--- src/rtl/pipe_reg_chain.sv ---
// Elastic multi-stage pipeline register: WIDTH-bit data, DEPTH stages, each with
// a valid bit and valid/ready flow control, bubble collapsing and synchronous flush.
module pipe_reg_chain #(
    parameter int               WIDTH     = 32,
    parameter int               DEPTH     = 2,
    parameter logic [WIDTH-1:0] RESET_VAL = '0
) (
    input  logic                       clk,
    input  logic                       reset,
    input  logic                       flush,
    input  logic                       in_valid,
    output logic                       in_ready,
    input  logic [WIDTH-1:0]           in_data,
    output logic                       out_valid,
    input  logic                       out_ready,
    output logic [WIDTH-1:0]           out_data,
    output logic [$clog2(DEPTH+1)-1:0] occupancy
);

    localparam int OW = $clog2(DEPTH + 1);
    typedef logic [OW-1:0] occ_t;
    localparam occ_t OCC_ONE = occ_t'(1);

    logic [DEPTH-1:0] v;
    logic [WIDTH-1:0] d   [DEPTH];
    logic [DEPTH:0]   rdy;
    logic [DEPTH-1:0] ld;
    logic [WIDTH-1:0] src [DEPTH];
    logic             accept;
    logic             emit;

    // rdy[i] = !v[i] | rdy[i+1], unrolled as "out_ready or some stage at/after i is empty"
    // so the vector never depends on itself.
    // NOTE: every signal written in always_comb gets a default first, so no path infers a latch.
    always_comb begin
        logic all_full;
        rdy        = '0;
        rdy[DEPTH] = out_ready;
        all_full   = 1'b1;
        for (int i = DEPTH - 1; i >= 0; i--) begin
            all_full = all_full & v[i];
            rdy[i]   = out_ready | ~all_full;
        end
    end

    assign in_ready  = rdy[0] & ~flush;
    assign accept    = in_valid & in_ready;
    assign out_valid = v[DEPTH-1];
    assign out_data  = d[DEPTH-1];
    assign emit      = out_valid & out_ready;

    // Load enable and source for each stage; stage 0 is fed from the input port.
    always_comb begin
        ld     = '0;
        ld[0]  = accept;
        src[0] = in_data;
        for (int i = 1; i < DEPTH; i++) begin
            ld[i]  = v[i-1] & rdy[i];
            src[i] = d[i-1];
        end
    end

    // NOTE: sequential state is updated with non-blocking assignments only, so every
    // stage samples its neighbour's pre-edge value and the chain shifts by exactly one.
    always_ff @(posedge clk) begin
        if (reset) begin
            v         <= '0;
            occupancy <= '0;
            // NOTE: the data stages are reset because RESET_VAL is visible on out_data;
            // bulk storage would normally be left unreset.
            for (int i = 0; i < DEPTH; i++) begin
                d[i] <= RESET_VAL;
            end
        end else if (flush) begin
            v         <= '0;
            occupancy <= '0;
        end else begin
            for (int i = 0; i < DEPTH; i++) begin
                if (ld[i]) begin
                    d[i] <= src[i];
                    v[i] <= 1'b1;
                end else if (rdy[i+1]) begin
                    v[i] <= 1'b0;
                end
            end
            if (accept && !emit) begin
                occupancy <= occupancy + OCC_ONE;
            end else if (!accept && emit) begin
                occupancy <= occupancy - OCC_ONE;
            end
        end
    end

endmodule

--- config.mk ---
export PLATFORM = sky130hd
export DESIGN_NAME = pipe_reg_chain
export DESIGN_NICKNAME = d
export VERILOG_FILES = /design/src/rtl/pipe_reg_chain.sv
export SDC_FILE = /design/constraint.sdc
export NUM_CORES = 1
export LEC_CHECK = 0
export ABC_AREA = 1
export CORE_MARGIN = 1
export CORE_UTILIZATION = 43
export DETAILED_ROUTE_END_ITERATION = 8
export PLACE_DENSITY = 0.69
export SLEW_MARGIN = 20
export SYNTH_ARGS = -nofsm -noshare
export SYNTH_HDL_FRONTEND = slang
export SYNTH_SLANG_ARGS = --single-unit
--- constraint.sdc ---
create_clock -name clk -period 2.4 [get_ports clk]
set_clock_uncertainty 0.2 [all_clocks]
set_input_delay 0.72 -clock clk [delete_from_list [all_inputs] [get_ports clk]]
set_output_delay 0.72 -clock clk [all_outputs]
set_load 0.03 [all_outputs]
Word level (Yosys, flattened, before mapping). Memories as Yosys holds them, arrays and structs flattened. Cells that the tools add are included.

Flip-flop bits (word level): 4. Bits in latches: 0. RAM bits: 64. Memory bits (read-only): 0. Input bits: 37. Output and inout bits: 36. Memories: 1.

Memory list: d (words 2, bits a word 32, rd ports 2, clocked after memory_dff 0, write ports 2, RTL line 25) `logic [WIDTH-1:0] d [DEPTH];`.

Add/sub/neg operators: 2. Multiply operators: 0. Divide/modulo/power cells: 0. Order comparisons: 0. Equal/unequal tests: 0. Shift operators: 0. Multiplexer cells: 18. Bitwise gates (word level): 12. Reductions and logical operators: 8.

Operators by type and width (number): $mux 32 (2); $mux 1 (14); $reduce_bool 2->1 (3); $and 1x1->1 (5); $mux 2 (2); $or 1x1->1 (4); $not 1->1 (3); $add 2x1->2 const B (1); $logic_and 1x1->1 (2); $logic_not 1->1 (2); $reduce_or 2->1 (1); $sub 2x1->2 const B (1).

Depth between registers and ports, before layout. Gate-level depths: netlist of the first run.

Depth in word-level cells: 10. Gate-level depth with buffers: 13.

Worst setup path before layout of the first run. OpenSTA, ideal clock, no wires.

Kind: input port to flip-flop. Start: input port out_ready. End: memory d[0][0], enable pin. Library setup time: 389 ps. Arrival time: 2191 ps. Slack: -381 ps. Cell stages on the path: 6. Cell sequence: inv_1 > nand3_2 > inv_1 > nor2_1 > nand2_1 > nand2_1.

RTL lines: start: declaration (RTL line 15) `input logic out_ready,`; end: declaration (RTL line 25).

==> impl_metrics.yaml, run 1 <==
setup_path:
  startpoint_type: "flop"
  path_buf_inv: 1
  worstSetupPathType: "reg -> out"
  crit_family: "buffers and inverters"
  crit_path_top_delay_cell: "clkdlybuf4s50_1"
  worst_path_largest_cell_delay_ns: 0.68
  ff2ff_setup_slack_ns: 0.47
  cp.arrival_ns: 1.38
  path_max_fanout: 1
  r2r_cells: 12
  crit_required_ns: 1.48
  end_kind: "primary output"
  path_cells: "clkdlybuf4s50_1"
  cp-startpoint: "d[0][45]"
  worstReg2RegStart: "v[0]"
  r2r-end: "occupancy[1]"
timing:
  fmax_ghz: 0.4353
  period_share_pct: 95.72
  relSlewSlack_pct: 78.46
  fin_crit_ns: 2.297
  holdWs_ns: 0.3215
  finalSetupViolations: 0
  hold_violations: 0
  finalMaxSlewViolations: 0
  rsz0062_at_grt: "no"
  tightest_slew_ns: 0.3222
  layout_setup_ws_ns: 0.1028
yosys:
  syn_area_um2: 3303
  yosysSeqAreaShare_pct: 60.61
  synthesis.nets: 312
  synth.distinct_cells: 16
  netlist_instances: 274
  synth-seq-cells: 68
  yosys_warnings: 0
  avgSynthCellArea_um2: 12.06
cells_and_area:
  fin_util_pct: 57.93
  diodes: 0
  drive_above_1_share_pct: 26.51
  fin_nets: 365
  final_cells: 431
  areaGrowthSynthToFinish_pct: 28.56
power:
  ir_worst_vdd_mv: 0.3127
  power_mw: 2.846
  power.static_leakage_nw: 1.701
  power_density_nw_per_um2: 670.1
global_route:
  antenna_found_initial: 0
  grt_use_total_pct: 13.56
  grt_pass1_vias: 1795
  grt.overflow.total: 0
  grt_pass1_wl_mm: 7.907
  grt_max_degree: 35
routing:
  via_per_inst: 4.295
  drt_iter0_markers: 72
  dr.pass1.iters: 5
  wl_per_cell_um: 11.13
  drtAntennaViolNets: 0
  vias: 1851
  drc: 0
  routed_wl_mm: 4.795
hold_path:
  hold_class: "reg -> reg"
  min-delay-start: "occupancy[0]"
  holdPathEnd: "occupancy[0]"
  hold_depth: 2
flow_run:
  timing.max_cap.violations: 0
die:
  dieArea_um2: 8036
  ios: 73
  die_h_um: 89.65
  die_w_um: 89.65
  fp.coreArea_um2: 7331
  start_util_pct: 45.06
  fp-row-count: 31
clock_network:
  cts_tree: "built"
  clk_path_buf_depth: 2
  cts.clk_slew.worst_paths_ns: 0.08
  numCtsBuffers: 9
  ctsHoldBuffers: 0
  clock_latency_ns: 0.33
  cts-root-buf: "clkbuf_8"
  cts.sinks: 68
  htreeDepth: 3
place:
  dp_slack_ns: -0.1859
  place.gp.congestion: 0.6765
  dpl.hpwl_mm: 3.342
  placedCellCount: 413
  place.port_buffers: 72
status:
  outcome: "finished, final reports clean"
==> per-layer routing <==
metal	GRT usage (%)	part of all wire, %	up-vias
met5	0	0	-
met4	4.762	0.92	0
met3	5.210	6.1	4
met2	23.07	52	53
met1	15.65	41	832
li1	-	-	962
==> logic make-up (layout without fill, tap and decap cells) <==
kind of cell | Yosys count | after routing | synth area share [%]
buf+inv | 119 | 177 | 19.89
flops | 68 | 68 | 60.61
compound gates | 67 | 67 | 15.72
simple gates | 19 | 19 | 3.409
fa+ha+maj | 1 | 1 | 0.3787
==> sequential cells by signal (all words and copies together), names as in the netlist <==
signal	cells
occupancy	2
v	2
d	64
==> cells in the final DEF, fill, tap and decap left out, types with 2 or more instances in the layout <==
cell type        count
dfxtp_1              4
nor2_1               4
inv_1               73
clkinv_4             2
buf_12               8
nand2_1              7
dlymetal6s2s_1       2
buf_4                7
a21oi_2             49
clkbuf_8             9
edfxtp_1            64
a21oi_1             17
bufinv_16            3
clkdlybuf4s50_1     68
==> what timing repair did <==
action	in CTS	in global routing
pin swaps	1	1
resized for setup	4	2
gates cloned	0	0
setup endpoints to repair	1	2
setup buffers	2	0
==> power breakdown <==
part | leakage (nW) | switching [mW] | total (mW) | internal, mW
Clock | 0.120 | 0.422 | 1.11 | 0.692
Combinational | 0.875 | 0.181 | 0.341 | 0.160
Sequential | 0.705 | 0.0192 | 1.39 | 1.37
==> final cells by class <==
| cell class | instances | area (um2) |
|---|---|---|
| Clock buffer | 10 | 127.6 |
| Fill cell | 579 | 3084 |
| Inverter | 74 | 277.8 |
| Tap cell | 99 | 123.9 |
| Multi-Input combinational cell | 87 | 664.4 |
| Timing Repair Buffer | 87 | 938.4 |
| Sequential cell | 68 | 2002 |
| Clock inverter | 6 | 112.6 |
==> Yosys cell counts <==
cell,number,area (um2)
ha_1,1,12.51
buf_4,32,240.2
nor2_4,1,11.26
clkbuf_1,1,3.750
buf_6,12,135.1
dfxtp_1,4,80.08
nand2_1,9,33.78
nand3b_1,1,7.510
a21oi_2,49,429.2
nand3_2,2,20.02
nand4_4,1,21.27
a21oi_1,17,85.08
edfxtp_1,64,1922
inv_1,74,277.8
nor2_1,5,18.77
o21ai_0,1,5.000
==> worst max-delay path by stage <==
| stage | end | slack, ns | depth (start not counted) |
|---|---|---|---|
| finish | out_data[13] | 0.10 | 1 |
| global route | out_data[13] | 0.05 | 1 |
| CTS | in_ready | 0.02 | 3 |
| detailed placement | in_ready | -0.19 | 6 |
| global placement | in_ready | -0.17 | 6 |
| floorplan | occupancy[1] | -0.07 | 10 |
==> stage by stage <==
step           instance area [um2]   TNS, ns
3_5_place_dp                  3981    -2.409
6_report                      4247         0
4_1_cts                       4242         0
3_3_place_gp                  3981    -1.398
5_1_grt                       4247         0
2_1_floorplan                 3313  -0.06800
(Power assumes the default switching activity.)
==> run 2, diff against run 1 <==
--- a/config.mk
+++ b/config.mk
@@ -9,6 +9,7 @@
 export CORE_MARGIN = 1
 export CORE_UTILIZATION = 43
 export DETAILED_ROUTE_END_ITERATION = 8
+export HOLD_SLACK_MARGIN = 0.05
 export PLACE_DENSITY = 0.69
 export SLEW_MARGIN = 20
 export SYNTH_ARGS = -nofsm -noshare
==> results of run 2 <==
Final layout, timing and power as in run 1 (identical DEF).
